==> config.mk <==
export PLATFORM = sky130hd
export DESIGN_NAME = unswap2_sync
export DESIGN_NICKNAME = d
export VERILOG_FILES = /design/src/rtl/unswap2_sync.sv
export SDC_FILE = /design/constraint.sdc
export NUM_CORES = 1
export LEC_CHECK = 0
export ABC_AREA = 1
export CORE_AREA = 2 2 39 41
export CTS_BUF_LIST = sky130_fd_sc_hd__clkbuf_2
export CTS_CLUSTER_SIZE = 14
export DETAILED_ROUTE_END_ITERATION = 8
export DIE_AREA = 0 0 41 43
export SETUP_SLACK_MARGIN = 0.5
export SLEW_MARGIN = 40
export SYNTH_ARGS = -nofsm -noshare
export SYNTH_HDL_FRONTEND = slang
export SYNTH_SLANG_ARGS = --single-unit
==> constraint.sdc <==
create_clock -name clk -period 1.1 [get_ports clk]
set_clock_uncertainty 0.15 [all_clocks]
set_input_delay 0.11 -clock clk [delete_from_list [all_inputs] [get_ports clk]]
set_output_delay 0.11 -clock clk [all_outputs]
set_load 0.02 [all_outputs]
==> src/rtl/unswap2_sync.sv <==
// unswap2_sync: accepts a 4-phase token pair plus a swap control bit, undoes the
// swap, and re-emits both tokens on two independent 4-phase output channels.
module unswap2_sync #(
   parameter int N = 1
) (
   input  logic         clk,
   input  logic         rst,
   input  logic         r_i,
   output logic         a_i,
   input  logic [N-1:0] d_i,
   input  logic         r1_i,
   output logic         a1_i,
   input  logic [N-1:0] d1_i,
   input  logic         rctl_i,
   input  logic         dctl_i,
   output logic         actl_i,
   output logic         r_o,
   input  logic         a_o,
   output logic [N-1:0] d_o,
   output logic         r1_o,
   input  logic         a1_o,
   output logic [N-1:0] d1_o
);

   typedef enum logic {IDLE, BUSY} state_t;

   state_t       r_state;
   state_t       w_state_nxt;
   logic         r_ack;
   logic         r_req0;
   logic         r_req1;
   logic [N-1:0] r_dat0;
   logic [N-1:0] r_dat1;

   logic         w_all_req;
   logic         w_no_req;
   logic         w_done;
   logic         w_capture;
   logic         w_ack_nxt;
   logic         w_req0_nxt;
   logic         w_req1_nxt;
   logic [N-1:0] w_dat0_nxt;
   logic [N-1:0] w_dat1_nxt;

   assign w_all_req = r_i & r1_i & rctl_i;
   assign w_no_req  = ~(r_i | r1_i | rctl_i);
   // An output channel is complete only once its request is low and its ack was seen low.
   assign w_done    = ~r_ack & ~r_req0 & ~a_o & ~r_req1 & ~a1_o;
   assign w_capture = (r_state == IDLE) & w_all_req;

   // NOTE: sequential state uses non-blocking (<=) so every register samples pre-edge values.
   always_ff @(posedge clk) begin
      if (rst) r_state <= IDLE;
      else     r_state <= w_state_nxt;
   end

   always_comb begin
      // NOTE: default assignment first so no path through this block infers a latch.
      w_state_nxt = r_state;
      if (r_state == IDLE) begin
         if (w_all_req) w_state_nxt = BUSY;
      end else begin
         if (w_done) w_state_nxt = IDLE;
      end
   end

   always_comb begin
      w_ack_nxt  = r_ack;
      w_req0_nxt = r_req0;
      w_req1_nxt = r_req1;
      w_dat0_nxt = r_dat0;
      w_dat1_nxt = r_dat1;
      if (w_capture) begin
         w_ack_nxt  = 1'b1;
         w_req0_nxt = 1'b1;
         w_req1_nxt = 1'b1;
         w_dat0_nxt = dctl_i ? d1_i : d_i;
         w_dat1_nxt = dctl_i ? d_i  : d1_i;
      end else if (r_state == BUSY) begin
         // Acks only ever fall in BUSY; early requests for the next token wait for IDLE.
         if (w_no_req)       w_ack_nxt  = 1'b0;
         if (r_req0 && a_o)  w_req0_nxt = 1'b0;
         if (r_req1 && a1_o) w_req1_nxt = 1'b0;
      end
   end

   always_ff @(posedge clk) begin
      if (rst) begin
         r_ack  <= 1'b0;
         r_req0 <= 1'b0;
         r_req1 <= 1'b0;
         r_dat0 <= '0;
         r_dat1 <= '0;
      end else begin
         r_ack  <= w_ack_nxt;
         r_req0 <= w_req0_nxt;
         r_req1 <= w_req1_nxt;
         r_dat0 <= w_dat0_nxt;
         r_dat1 <= w_dat1_nxt;
      end
   end

   assign a_i    = r_ack;
   assign a1_i   = r_ack;
   assign actl_i = r_ack;
   assign r_o    = r_req0;
   assign r1_o   = r_req1;
   assign d_o    = r_dat0;
   assign d1_o   = r_dat1;

endmodule

==> results by group, run 1 <==
Route
  • Initial DRC Count: 7
  • Routed WL per cell: between 8 and 9 um
  • Vias per cell: 4.19
  • Via count: approximately 360
  • # DRC: 0
  • Post-DRT Antenna Nets: 0
  • DRT Pass-1 Iters: 4
  • Routed Wire Length: 741 um

STA
  • Final Max Tran Viols: 0
  • Max_slew headroom: 0.851
  • Fmax: slightly above 1000 MHz
  • Worst slew pin tran: about 0.22 ns
  • Setup ws final: between 0.1 and 0.15 ns
  • Setup violators final: 0
  • WHS: between 0.15 and 0.2 ns
  • Final Critical Period: slightly below 1 ns
  • RSZ-0062 raised after global routing: true
  • Final hold vios: 0
  • Final setup TNS: 0 ns
  • Tcrit/Tclk final: 0.904

GRT
  • First-pass GRT wire length: ~1200 um
  • Total track usage: 0.0995
  • Vias in the first global route: about 320
  • Initial antenna violation count: 0
  • Pin count of the biggest net entering global routing: 6
  • GRT overflow: 0

Synth
  • Post-synth top area share: 0.405
  • Sequential area share after synthesis: 0.405
  • Yosys warning total: 0
  • Post-synth top area cell: dfxtp_1
  • Netlist cell types: 12
  • #FFs+latches synth: 6
  • Avg Synthesized Cell Area: between 6 and 7 um2
  • Cell area after synthesis: ~300 um2
  • Cells after Synth: between 40 and 50
  • Top area cells in the synthesized netlist: dfxtp_1 41%, nand2_1 14%, nor2_1 11%
  • Post-Syn Nets: 54

Clock network
  • Clock transition at path regs: ~0.08 ns
  • Root buffer cell: clkbuf_2
  • H-tree lvl count: 1
  • Clock Path Buffers: 2
  • CTS tree: done
  • Worst-Skew Late Latency: between 0.2 and 0.25 ns
  • Clk sink count: 6
  • Clock buffer count from CTS: 3

Place
  • Post-Place Setup Slack: -0.216 ns
  • Placed instance area: ~520 um2
  • Buffers on Ports: 16
  • DP HPWL: ~530 um
  • Gp weighted congestion: a little over 0.7

Setup path
  • Critical path's slowest cell: dfxtp_2
  • CP max stage delay: roughly 0.32 ns
  • CP Class: register to register
  • CP endpoint kind: register
  • WP data required: about 1.1 ns
  • CP cell instances: inv_2 > nand2_2 > nor2_4 > inv_4 > nor2_2 > nor2_1
  • Arr. time, crit path: 0.97 ns
  • CP Launch Type: register
  • Crit Path Max Fanout: 5
  • Reg2reg path depth: 6

Floorplan
  • Chip Height: 43 um
  • Die Area: between 1500 and 2000 um2
  • Die width: 41 um
  • Initial Util: 0.214
  • Site Rows: 14
  • Ports: 17
  • Core ar.: approximately 1400 um2

Cells and area
  • Final #Nets: 80
  • Most frequent cells in the layout: 9 x buf_6, 8 x nand2_1, 6 x clkdlybuf4s50_1
  • N_diodes: 0
  • Layout area overhead: 104%
  • Design area: ~610 um2
  • Commonest non-fill, non-tap cell in the layout: buf_6
  • Share of cells above drive strength 1: 0.536

Power and ir drop
  • Pwr/cell area: between 900 and 1000 nW/um2
  • LEAKAGE: 0.286 nW
  • VDD IR max: around 0.0004 V

Run status
  • Status: completed

Min path
  • Hold Crit Class: primary input to register
  • WHS Path Cells: 5

Run
  • # Max-Cap Violations: 0
## layout make-up
cell class / count / area [um2]
clock buffers: 4 / 20.0
fillers: 149 / 778
inverters: 6 / 25.0
multi-input cells: 30 / 168
flip-flops and latches: 6 / 140
well taps: 16 / 20.0
repair buffers: 23 / 233
## where the power goes
| part | switching (W) | internal (W) |
|---|---|---|
| Combinational | 0.0000735 | 0.0000924 |
| Sequential | 0.0000111 | 0.000226 |
| Clock | 0.0000826 | 0.0000963 |
| Total | 0.000167 | 0.000414 |
## critical path: cells and delay by family (launching register included)
family,cells,cell delay [ns]
simple gates,4,0.31
buf+inv,2,0.12
flops,1,0.32
## per-layer routing
layer,global-route usage,share of wire,wire [um]
met1,0.103,0.39,289
met5,0,0,0
met4,0.0600,0,0
met3,0.0471,0.076,56
met2,0.153,0.53,395
## logic make-up (layout without fill, tap and decap cells)
family / count (synthesis) / after routing / share of synthesized area
flip-flops: 6 / 6 / 0.405
AO/OA/AOI/OAI: 8 / 8 / 0.148
buffers and inverters: 8 / 33 / 0.135
AND/OR/NAND/NOR: 22 / 22 / 0.312
## per-stage QoR
step	util	total power [W]	cells
final	0.438	0.000582	85
after floorplan	-	0.000304	44
after detailed placement	0.375	0.000379	79
after global routing	0.438	0.000622	85
after global placement	0.375	0.000380	79
after CTS	0.407	0.000575	85
## synthesized netlist by cell type
cell type / number
nand2_1: 11
nor2_1: 9
dfxtp_1: 6
inv_1: 4
o21ai_0: 4
a21oi_1: 3
buf_4: 2
a21oi_2: 1
inv_2: 1
inv_4: 1
nand2_2: 1
nor2_4: 1
## flip-flops by register name, indices dropped and copies added (netlist names)
signal and cells:
r1_o 1, a1_i 1, d1_o 1, r_state 1
d_o 1, r_o 1
## worst paths after layout
check	start	end	slack (ns)
worst max register to register	r_state$_SDFF_PP0_	d_o$_SDFFE_PP0P_	0.11
worst min-delay path	r1_i	a1_i$_SDFFE_PP0P_	0.16
worst max-delay path	r_state$_SDFF_PP0_	d_o$_SDFFE_PP0P_	0.11
worst min register to register	d1_o$_SDFFE_PP0P_	d1_o$_SDFFE_PP0P_	0.40
## repair_timing
action / CTS / global route
gates resized for setup: 44 / 14
hold buffers: 0 / 0
endpoints found under the hold margin: 0 / 0
endpoints found under the setup margin: 13 / 13
gates cloned: 0 / 0
pin swaps: 7 / 5
buffers inserted: 2 / 0
No activity file was read; power rests on OpenSTA's default activity.
==> run 2: changes to the inputs <==
--- a/config.mk
+++ b/config.mk
@@ -8,6 +8,7 @@
 export ABC_AREA = 1
 export CORE_AREA = 2 2 39 41
 export CTS_BUF_LIST = sky130_fd_sc_hd__clkbuf_2
+export CTS_CLUSTER_DIAMETER = 200
 export CTS_CLUSTER_SIZE = 14
 export DETAILED_ROUTE_END_ITERATION = 8
 export DIE_AREA = 0 0 41 43
==> constraint.sdc (replaced) <==
create_clock -name clk -period 0.85 [get_ports clk]
set_clock_uncertainty 0.15 [all_clocks]
set_input_delay 0.085 -clock clk [delete_from_list [all_inputs] [get_ports clk]]
set_output_delay 0.085 -clock clk [all_outputs]
set_load 0.02 [all_outputs]
==> run 2 against run 1 <==
Compared with the run above: the flow now finishes with violations (negative setup slack); die area is the same; clock-buffer cell count is the same; critical path depth is the same; critical path type unchanged; critical endpoint is now d1_o$_SDFFE_PP0P_; highest routed layer unchanged.
==> results by group, run 2 (same netlist as run 1, synthesis figures left out) <==
Clock network
  • CTS tree: done
  • Clock buffer count from CTS: 3
  • Root buffer cell: clkbuf_2
  • Clock transition at path regs: roughly 0.070 ns
  • H-tree lvl count: 1
  • CTS Hold Bufs: 0
  • Clk sink count: 6
  • Worst-Skew Late Latency: ~0.24 ns
  • Clock Path Buffers: 2

Cells and area
  • Share of cells above drive strength 1: 0.507
  • N_diodes: 0
  • Fill cell count: approximately 140
  • Final #Nets: 80
  • Register area: 140 um2
  • Post-Layout Cell Count: 85
  • Final Util: 0.437
  • Most frequent cells in the layout: 10 x buf_6, 9 x nand2_1, 9 x clkdlybuf4s50_1
  • Layout area overhead: 104%
  • Area of the multi-input gates: 166 um2
  • Commonest non-fill, non-tap cell in the layout: buf_6
  • Design area: about 600 um2

GRT
  • GRT overflow: 0
  • Initial antenna violation count: 0
  • Global routing's busiest layer: met2
  • Pin count of the biggest net entering global routing: 6
  • Vias in the first global route: ~300
  • Global routing usage on met2: 0.169
  • First-pass GRT wire length: 1210 um
  • Met1 usage: 0.103
  • Total track usage: 0.111
  • M3 GR Usage: 0.0942

STA
  • Max_slew headroom: 0.828
  • Tcrit/Tclk final: 1.22
  • Final setup TNS: -1.61 ns
  • Setup violators final: 13
  • Final Max Tran Viols: 0
  • Setup ws final: -0.189 ns
  • Fmax: between 900 and 1000 MHz
  • Final hold vios: 0
  • Worst slew pin tran: approximately 0.25 ns
  • RSZ-0062 raised after global routing: true
  • Final Critical Period: around 1.0 ns

Route
  • Vias per cell: between 4 and 5
  • Routed WL per cell: about 9.6 um
  • # DRC: 0
  • Initial DRC Count: 2
  • DRT Pass-1 Iters: 2
  • Post-DRT Antenna Nets: 0
  • Via count: between 300 and 400
  • Routed Wire Length: 820 um

Floorplan
  • Die width: approximately 40 um
  • Chip Height: 43 um
  • Ports: 17
  • Die Area: between 1500 and 2000 um2
  • Initial Util: 0.214
  • Site Rows: 14
  • Core ar.: approximately 1400 um2

Power and ir drop
  • Pwr/cell area: about 1300 nW/um2
  • LEAKAGE: between 0.2 and 0.3 nW
  • VDD IR max: 0.000684 V

Place
  • Gp weighted congestion: 0.730
  • Placed instance area: between 500 and 600 um2
  • DP HPWL: around 540 um
  • Dpl cells: 80
  • Buffers on Ports: 16

Setup path
  • WP data required: slightly above 0.8 ns
  • CP Class: register to register
  • Crit Path Max Fanout: 5
  • CP Launch Type: register
  • Arr. time, crit path: 1.02 ns
  • CP endpoint kind: register

Min path
  • Hold Crit Class: primary input to register

Run status
  • Failing checks: negative setup slack
  • Status: finished, violations left

Run
  • # Max-Cap Violations: 0
[run 2: changes by cell type in the layout (fill, tap and decap cells not counted), sizes merged]
cell / change
dlygate4sd2: -1
clkdlybuf4s50: +3
dlymetal6s2s: -2
[run 2: through the flow]
stage | worst slack [ns] | hold WS, ns | power (W)
after CTS | -0.166 | 0.360 | 0.000763
after global routing | -0.217 | 0.352 | 0.000833
after floorplan | -0.117 | -0.0117 | 0.000393
after detailed placement | -0.434 | 0.381 | 0.000496
final | -0.189 | 0.360 | 0.000775
after global placement | -0.420 | 0.364 | 0.000495
[run 2: cell type report]
type                       instances  share of cell area
tap                               16              0.0331
timing repair buffer              23               0.385
sequential                         6               0.232
inverter                           6              0.0414
multi-input combinational         30               0.275
clock buffer                       4              0.0331
[run 2: worst paths after layout]
| kind | startpoint | endpoint | slack (ns) | cells after the start |
|---|---|---|---|---|
| setup / recovery | r_state$_SDFF_PP0_ | d1_o$_SDFFE_PP0P_ | -0.19 | 6 |
| hold / removal | a_o | r_o$_SDFFE_PP0P_ | 0.36 | 4 |
| setup reg to reg | r_state$_SDFF_PP0_ | d1_o$_SDFFE_PP0P_ | -0.19 | 6 |
| hold reg to reg | d_o$_SDFFE_PP0P_ | d_o$_SDFFE_PP0P_ | 0.40 | 2 |
[run 2: where the power goes]
part	internal, W	switching (W)	total (W)
Sequential	0.000292	0.0000141	0.000306
Clock	0.000125	0.000123	0.000247
Combinational	0.000124	0.0000971	0.000222
[run 2: metal layers]
metal | vias up | part of all wire
met5 | - | 0
met4 | 0 | 0
met3 | 0 | 0.089
met2 | 13 | 0.50
met1 | 160 | 0.41
li1 | 188 | -
[run 2: what timing repair did]
item                       CTS  global route
setup endpoints to repair   13            13
pin swaps                    5             5
gates resized for setup     48             7
setup buffers                0             1
[run 2: worst max-delay path, stage by stage (launching register included)]
cell and delay (ns):
dfxtp_2 0.32, inv_2 0.05, nand2_2 0.06, nor2_4 0.16, inv_4 0.07, nor2_2 0.08
nor2_1 0.05
